===== config.mk =====
export PLATFORM = sky130hd
export DESIGN_NAME = vga_timing_gen
export DESIGN_NICKNAME = d
export VERILOG_FILES = /design/src/rtl/vga_timing_gen.sv
export SDC_FILE = /design/constraint.sdc
export NUM_CORES = 1
export LEC_CHECK = 0
export ABC_AREA = 1
export CORE_ASPECT_RATIO = 0.5
export CORE_MARGIN = 8
export CORE_UTILIZATION = 26
export CTS_BUF_LIST = sky130_fd_sc_hd__clkbuf_8
export CTS_CLUSTER_DIAMETER = 120
export DETAILED_ROUTE_END_ITERATION = 10
export GPL_ROUTABILITY_DRIVEN = 0
export SYNTH_ARGS = -nofsm -noshare
export SYNTH_HDL_FRONTEND = slang
export SYNTH_SLANG_ARGS = --single-unit

===== constraint.sdc =====
create_clock -name vga_clk -period 1.7 [get_ports vga_clk]
set_input_delay 0.34 -clock vga_clk [delete_from_list [all_inputs] [get_ports vga_clk]]
set_output_delay 0.34 -clock vga_clk [all_outputs]
set_load 0.02 [all_outputs]

===== src/rtl/vga_timing_gen.sv =====
// 640x480@60 VGA raster timing: registered counters, syncs, blank and frame pulse.
// Define VGA_FRAME_COUNT_EN to build the 16-bit frame counter; otherwise it is tied to 0.
`timescale 1ns/1ps
module vga_timing_gen #(
  parameter int H_VISIBLE = 640,
  parameter int H_FP      = 16,
  parameter int H_SYNC    = 96,
  parameter int H_BP      = 48,
  parameter int V_VISIBLE = 480,
  parameter int V_FP      = 10,
  parameter int V_SYNC    = 2,
  parameter int V_BP      = 33,
  parameter bit SYNC_POL  = 1'b0
) (
  input  logic        vga_clk,
  input  logic        reset,
  output logic [9:0]  DrawX,
  output logic [9:0]  DrawY,
  output logic        blank,
  output logic        hs,
  output logic        vs,
  output logic        sync,
  output logic        frame_start,
  output logic [15:0] frame_count
);

  localparam int HT = H_VISIBLE + H_FP + H_SYNC + H_BP;
  localparam int VT = V_VISIBLE + V_FP + V_SYNC + V_BP;

  if (HT > 1024 || VT > 1024) begin : g_bad_totals
    $error("vga_timing_gen: HT/VT exceed 10-bit counter range");
  end

  localparam logic [9:0]  H_LAST = 10'(HT - 1);
  localparam logic [9:0]  V_LAST = 10'(VT - 1);
  localparam logic [10:0] H_VIS  = 11'(H_VISIBLE);
  localparam logic [10:0] V_VIS  = 11'(V_VISIBLE);
  localparam logic [10:0] HS_ON  = 11'(H_VISIBLE + H_FP);
  localparam logic [10:0] HS_OFF = 11'(H_VISIBLE + H_FP + H_SYNC);
  localparam logic [10:0] VS_ON  = 11'(V_VISIBLE + V_FP);
  localparam logic [10:0] VS_OFF = 11'(V_VISIBLE + V_FP + V_SYNC);

  logic       x_last;
  logic       y_last;
  logic       wrap;
  logic [9:0] x_nxt;
  logic [9:0] y_nxt;
  logic       hs_act;
  logic       vs_act;
  logic       blank_nxt;

  // Decode from the next counter values so the registered
  // outputs line up with DrawX/DrawY in the same cycle.
  always_comb begin
    x_last = (DrawX == H_LAST);
    y_last = (DrawY == V_LAST);
    wrap   = x_last && y_last;
    x_nxt  = x_last ? 10'd0 : DrawX + 10'd1;
    y_nxt  = DrawY;
    if (x_last) begin
      y_nxt = y_last ? 10'd0 : DrawY + 10'd1;
    end
    hs_act = ({1'b0, x_nxt} >= HS_ON) && ({1'b0, x_nxt} < HS_OFF);
    vs_act = ({1'b0, y_nxt} >= VS_ON) && ({1'b0, y_nxt} < VS_OFF);
    blank_nxt = ({1'b0, x_nxt} < H_VIS) && ({1'b0, y_nxt} < V_VIS);
  end

  always_ff @(posedge vga_clk or posedge reset) begin
    if (reset) begin
      DrawX       <= '0;
      DrawY       <= '0;
      blank       <= 1'b1;
      hs          <= ~SYNC_POL;
      vs          <= ~SYNC_POL;
      frame_start <= 1'b0;
    end else begin
      DrawX       <= x_nxt;
      DrawY       <= y_nxt;
      blank       <= blank_nxt;
      hs          <= hs_act ? SYNC_POL : ~SYNC_POL;
      vs          <= vs_act ? SYNC_POL : ~SYNC_POL;
      frame_start <= wrap;
    end
  end

  assign sync = 1'b0;

`ifdef VGA_FRAME_COUNT_EN
  always_ff @(posedge vga_clk or posedge reset) begin
    if (reset) begin
      frame_count <= '0;
    end else if (wrap) begin
      frame_count <= frame_count + 16'd1;
    end
  end
`else
  assign frame_count = 16'h0;
`endif

endmodule

-- Yosys cells after proc, flatten, opt, wreduce, memory -nomap -nowiden
Cells that the tools add are included.
- add/sub/neg operators: 2
- $mul: 0
- div/mod/pow operators: 0
- magnitude comparators: 6
- equal/unequal tests: 2
- shifts and indexed selects: 0
- mux-type cells: 5
- bitwise gates (word level): 0
- reductions and logical operators: 4
- operators with widths (cell ; number):
    $mux W10 ; 3
    $add A10 B1 Y10 const B ; 2
    $eq A10 B10 Y1 const B ; 2
    $lt A10 B10 Y1 const B ; 2
    $lt A10 B9 Y1 const B ; 2
    $ge A10 B10 Y1 const B ; 1
    $ge A10 B9 Y1 const B ; 1
    $logic_and A1 B1 Y1 ; 4
    $mux W1 ; 2
- flip-flop bits (word level): 24
- latch bits: 0
- bits in writable memories: 0
- memory bits (read-only): 0
- bits of input ports: 2
- output and inout port bits: 41
- word-level logic and storage cells: 25
- memories kept: 0

-- Logic depth before layout (Yosys ltp)
Gate-level depths: netlist of run 1.
- word-level depth: 6
- mapped depth: 12
- mapped depth without buffers: 12

-- Worst setup path after synthesis of run 1
No wires, ideal clock.
- path type: reg-to-reg
- from: reg DrawX[0]
- to: reg blank
- setup time: 0.077 ns
- arrival time: 1.643 ns
- required time: 1.623 ns
- setup slack: -0.020 ns
- stages on the path, launching flop included: 11
- path buffers: 1
- clock period less this slack: 1.720 ns
- cells stage by stage: dfrtp_1 ha_1 nand2_2 nor2_4 nand3_4 clkinv_4 buf_12 nand4_4 and2_1 nand2_1 nor2_1
- longest elaborated chain between the ends: 4
- ends and longest elaborated chain (element ; RTL line ; source):
    from (decl) ; 17 ; output logic [9:0] DrawX,
    from (signal assigned) ; 77 ; DrawX <= x_nxt;
    $add A10 B1 Y10 or $eq A10 B10 Y1 (tied branches) ; 58, 55 ;
    $mux W10, on equally long branches ; 58, 60 ;
    $lt A10 B10 Y1 or $lt A10 B9 Y1 (tied branches) ; 65 ; blank_nxt = ({1'b0, x_nxt} < H_VIS) && ({1'b0, y_nxt} < V_VIS);
    $logic_and A1 B1 Y1 (*) ; 65 ;
    named net blank_nxt ; 50 ; logic blank_nxt;
    to (signal assigned) ; 79 ; blank <= blank_nxt;
    to (decl) ; 19 ; output logic blank,
The timed path passes the listed nets; every way through them passes the cells marked *.

-- Final worst setup path of run 1
- from: reg DrawY[2]
- to: out DrawY[2]
- RTL lines (element ; RTL line ; source):
    from (decl) ; 18 ; output logic [9:0] DrawY,
    from (signal assigned) ; 78 ; DrawY <= y_nxt;
No word-level cell between the ends.

==> flow_metrics.tcl, run 1 <==
set metrics [dict create \
    htreeDepth 1 \
    criticalPathCategory "reg2out" \
    syn-instance-count 212 \
    vias_per_cell 4.26 \
    synth_top_family_by_area "simple AND/OR/NAND/NOR gates" \
    diodes 0 \
    p_leak_nw 1.11 \
    synthTopCellsByCount "53 x nand2_1, 36 x inv_1, 21 x dfrtp_1" \
    synth_xor_area_frac 0.00544 \
    synth_seq_cells 24 \
    path_clk_slew_ps 90 \
    finalNetCount 263 \
    yosysSeqAreaShare 0.376 \
    crit_chain "clkdlybuf4s50_1" \
    rows 20 \
    status "finished, final reports clean" \
    io_buffer_count 25 \
    place_area_um2 1900 \
    skew_ps 2.83 \
    grt_antenna_before_repair 0 \
    crit_arrival_ps 1330 \
    vias 1465 \
    io_pins 43 \
    synth_most_common_cell "nand2_1" \
    dr.pass1.iters 6 \
    drive_gt1_frac 0.227 \
    maxSlewViolCount 0 \
    drtIter0Drc 83 \
    overflow 0 \
    synth-simple-area-share 0.338 \
    grt_pass1_vias 1329 \
    powerDensity_nw_per_um2 456 \
    synth_ff_type "dfrtp_1" \
    drc_errors 0 \
    postLayoutCellArea_um2 2130 \
    cpMaxStageDelayCell "clkdlybuf4s50_1" \
    ant_nets 0 \
    grt_pass1_wl_um 6270 \
    period_needed_ps 1670 \
    cts_hold_buf 0 \
    yosys.cell_types.count 31 \
    startpoint_type "register" \
    synthArstFlopShare 1.00 \
    synth_compound_area_frac 0.0560 \
    die_w_um 127 \
    max-clock-path-buffers 2 \
    synth_area_um2 1610 \
    synth_top_area_frac 0.327 \
    synth_edf_count 0 \
    grt_max_degree 25 \
    hold_violations 0 \
    cap_violations 0 \
    synth_fa_ha_area_frac 0.0311 \
    synthMuxAreaShare 0 \
    track_usage 0.0829 \
    critPathMaxStageDelay_ps 630 \
    area_growth_pct 32.3 \
    cp_max_fo 5 \
    path_delay_family "buffers and inverters" \
    die_h_um 71.6 \
    coreArea_um2 6030 \
    p_total_w 0.000970 \
    finalSetupViolations 0 \
    tns_ps 0 \
    min_path_type "in2async" \
    dpl.hpwl_um 3000 \
    numCtsBuffers 3 \
    die_area_um2 9110 \
    cp.required_ps 1360 \
    totalWireLength_um 4110 \
    synth_area_leaders "dfrtp_1 33%, nand2_1 12%, inv_1 8.4%" \
    wire_per_inst_um 12.0 \
    start_util 0.267 \
    cts_tree "built" \
    syn_avg_cell_area_um2 7.59 \
    finalWorstSetupSlack_ps 31.9 \
    worst-path-buf-inv 1 \
    finalCritPeriodShare 0.981 \
    cp-end-kind "output port" \
    cts.sinks 24 \
    ir_drop_mv 0.251 \
    fmax_mhz 599 \
    yosysWarnings 0 \
    clk_root_buffer_cell "clkbuf_8" \
    clk_latency_ps 270 \
    synth_area_leader_cell "dfrtp_1" \
    dp_slack_ps -76.5 \
    rsz0062_at_grt "true" \
]
[final cells by class]
type / instances / area (um2)
Fill cell: 612 / 3900
Multi-Input combinational cell: 148 / 835
Sequential cell: 24 / 608
Timing Repair Buffer: 42 / 370
Inverter: 37 / 151
Tap cell: 88 / 110
Clock buffer: 3 / 41.3
Timing Repair inverter: 1 / 8.76
Clock inverter: 1 / 3.75
[per-layer routing]
metal  global-route usage  up-vias  part of all wire
met5                    0        -                 0
met4               0.0248        0            0.0056
met2                0.151       41              0.51
li1                     -      720                 -
met3               0.0170        2             0.059
met1               0.0966      702              0.43
[registers in the layout, indices dropped and copies added (netlist names)]
name / count
DrawX: 10
DrawY: 10
blank: 1
frame_start: 1
hs: 1
vs: 1
[kinds of logic after synthesis]
group                      Yosys count
buffers and inverters               57
DFF                                 24
and+or+nand+nor                    110
other                                1
AOI/OAI and AO/OA                   15
xor gates and xnor gates             1
adders and majority gates            4
[where the power goes]
| group | total (W) | switching [W] | internal [W] |
|---|---|---|---|
| Sequential | 0.000571 | 0 | 0.000571 |
| Clock | 0.000351 | 0.000189 | 0.000162 |
| Combinational | 0.0000491 | 0.0000454 | 0.00000368 |
| Total | 0.000970 | 0.000234 | 0.000736 |
[through the flow]
step	hold WS, ps	std cells	util
final	405	344	0.353
after global routing	461	344	0.353
after CTS	416	332	0.324
after detailed placement	562	326	0.316
after global placement	559	326	0.316
after floorplan	352	228	-
[cells in the final DEF (no fill, tap or decap), types with 2 or more instances in the layout]
cell type,n
o21bai_1,2
nor2_1,16
o21ai_0,8
ha_2,2
buf_4,16
clkdlybuf4s50_1,10
nand3_4,2
nor2_2,4
nand3b_1,2
dlygate4sd2_1,13
nand4_1,9
dfrtp_1,18
conb_1,17
nand2_1,49
clkbuf_8,3
dfstp_2,3
nand3_2,3
nand3_1,14
inv_2,5
dlymetal6s2s_1,2
nand2_2,3
inv_1,32
nand2_4,2
dfrtp_2,3
[worst reg2reg max path, cell delays in order (launching register included)]
cell	delay (ps)
dfrtp_1	400
ha_4	170
nand2_4	60
nor2_4	190
nand3_4	200
clkinv_8	140
nand2_2	50
nand2_1	70
inv_2	40
nand4_1	90
nand2_1	70
nor2_1	110
[timing repair]
action | CTS | global route
setup buffers | 2 | 10
cloned | 0 | 2
resized for setup | 15 | 27
pin swaps | 2 | 17
endpoints found under the setup margin | 16 | 8
[worst paths after layout]
check	endpoint	slack (ps)	depth (start not counted)	startpoint
max	DrawY[2]	30	1	DrawY[2]
min	DrawY[5]	400	3	reset
max reg2reg	blank	50	11	DrawX[1]
min reg2reg	DrawX[2]	600	1	DrawX[2]
max in group asynchronous	vs	1000	3	reset
min in group vga_clk	DrawX[2]	600	1	DrawX[2]
Note: power is estimated with default switching activity, not from simulation.
==> inputs of run 2 (changes only) <==
--- a/config.mk
+++ b/config.mk
@@ -12,6 +12,7 @@
 export CTS_BUF_LIST = sky130_fd_sc_hd__clkbuf_8
 export CTS_CLUSTER_DIAMETER = 120
 export DETAILED_ROUTE_END_ITERATION = 10
+export DONT_BUFFER_PORTS = 1
 export GPL_ROUTABILITY_DRIVEN = 0
 export SYNTH_ARGS = -nofsm -noshare
 export SYNTH_HDL_FRONTEND = slang
==> flow_metrics.tcl, run 2 (synthesis results as in run 1) <==
set metrics [dict create \
    status "finished with violations" \
    violations "negative hold slack" \
    grt_pass1_vias 1347 \
    fin_hold_ws_ps -5.29 \
    fillCellCount 607 \
    cap_violations 0 \
    crit_arrival_ps 1850 \
    rsz0062_at_grt "true" \
    register_area_um2 607 \
    die_area_um2 9110 \
    cts_hold_buf 0 \
    maxSlewViolCount 0 \
    path_clk_slew_ps 90 \
    hold_violations 10 \
    endpoint "blank" \
    overflow 0 \
    finalSetupViolations 0 \
    place_area_um2 1820 \
    drtIter0Drc 126 \
    grt_pass1_wl_um 6530 \
    diodes 0 \
    drc_errors 0 \
    layout_commonest_cell "nand2_1" \
    cp_max_fo 5 \
    criticalPathCategory "reg2reg" \
    dpl.hpwl_um 3090 \
    min_path_type "in2async" \
    ir_drop_mv 0.255 \
    fmax_mhz 613 \
    drive_gt1_frac 0.242 \
    start_util 0.267 \
    cp-end-kind "register" \
    multiInputGateArea_um2 795 \
    grt_max_degree 25 \
    clk_root_buffer_cell "clkbuf_8" \
    finalNetCount 247 \
    powerDensity_nw_per_um2 580 \
    io_buffer_count 0 \
    ant_nets 0 \
    r2r-start "DrawY[0]" \
    finalCritPeriodShare 0.959 \
    r2r_cells 9 \
    top_regs "DrawX x10, DrawY x10" \
    max-clock-path-buffers 2 \
    cts.sinks 24 \
    vias_per_cell 4.20 \
    die_h_um 71.6 \
    io_pins 43 \
    cp.required_ps 1920 \
    die_w_um 127 \
    period_needed_ps 1630 \
    area_growth_pct 20.8 \
    coreArea_um2 6030 \
    wire_per_inst_um 11.9 \
    rows 20 \
    totalWireLength_um 3900 \
    p_leak_nw 0.985 \
    clk_latency_ps 270 \
    postLayoutCellArea_um2 1940 \
    worstReg2RegEnd "blank" \
    htreeDepth 1 \
    startpoint_type "register" \
    cts_tree "built" \
    numCtsBuffers 3 \
    track_usage 0.0859 \
    grt_antenna_before_repair 0 \
    vias 1376 \
    dr.pass1.iters 4 \
    setup.worst_path.start "DrawY[0]" \
    most-common-layout-cells "52 x nand2_1, 33 x inv_1, 27 x buf_4" \
    skew_ps 4.64 \
    finalCoreUtilization 0.322 \
    r2r_setup_slack_ps 70 \
]
## run 2: cell types whose count changed in the layout (fill, tap and decap cells not counted), sizes merged
cell           before  now
clkdlybuf4s50      10    0
inv                38   37
bufinv              0    1
buf                17   28
dlymetal6s2s        2    0
nand3              19   18
dlygate4sd2        13    0
clkinv              1    0
## run 2: worst min-delay path by stage
| stage | startpoint | to | slack (ps) | cells after the start |
|---|---|---|---|---|
| final | reset | DrawX[1] | -5 | 2 |
| after global routing | reset | DrawX[1] | 20 | 2 |
| after CTS | reset | DrawX[1] | 8 | 2 |
| after detailed placement | reset | DrawY[5] | 310 | 2 |
| after global placement | reset | DrawX[1] | 300 | 2 |
| after floorplan | reset | DrawX[1] | 350 | 1 |
## run 2: stage by stage
stage	power, W	setup WS [ps]	TNS, ps	hold WS, ps	instances
floorplan	0.000653	14.3	0	352	228
global placement	0.000628	81.4	0	303	323
detailed placement	0.000629	66.2	0	312	323
CTS	0.00114	55.2	0	7.57	327
global route	0.00117	-20.4	-23.3	20.3	328
finish	0.00113	69.6	0	-5.29	328
## run 2: timing repair
action | in CTS | in global routing
setup buffers | 0 | 1
hold endpoints to repair | 0 | 0
setup endpoints to repair | 0 | 3
gates resized for setup | 0 | 15
## run 2: report_power, final
| group | switching (W) | total [W] | internal, W |
|---|---|---|---|
| Clock | 0.000195 | 0.000510 | 0.000315 |
| Combinational | 0.0000454 | 0.0000472 | 0.00000175 |
| Sequential | 0 | 0.000571 | 0.000571 |
## run 2: area by class of cell
class,instances,share of cell area
clock inverters,1,0.0155
inverters,37,0.0753
well taps,88,0.0567
flip-flops and latches,24,0.312
clock buffers,3,0.0212
repair buffers,28,0.110
multi-input cells,147,0.409
## run 2: routing by layer
metal	vias up	GRT usage	share of wire
met5	-	0	0
met3	6	0.0185	0.073
met2	53	0.166	0.52
met4	0	0.0248	0.010
li1	685	-	-
met1	632	0.0929	0.40
## run 2: worst max-delay path, stage by stage (launching register included)
cell and delay [ps]:
dfrtp_2 450, inv_2 90, ha_4 130, inv_1 50, nor2_1 100, nand4_1 250, nand4_4 200, and2_1 150
nand2_1 70, nor2_1 90
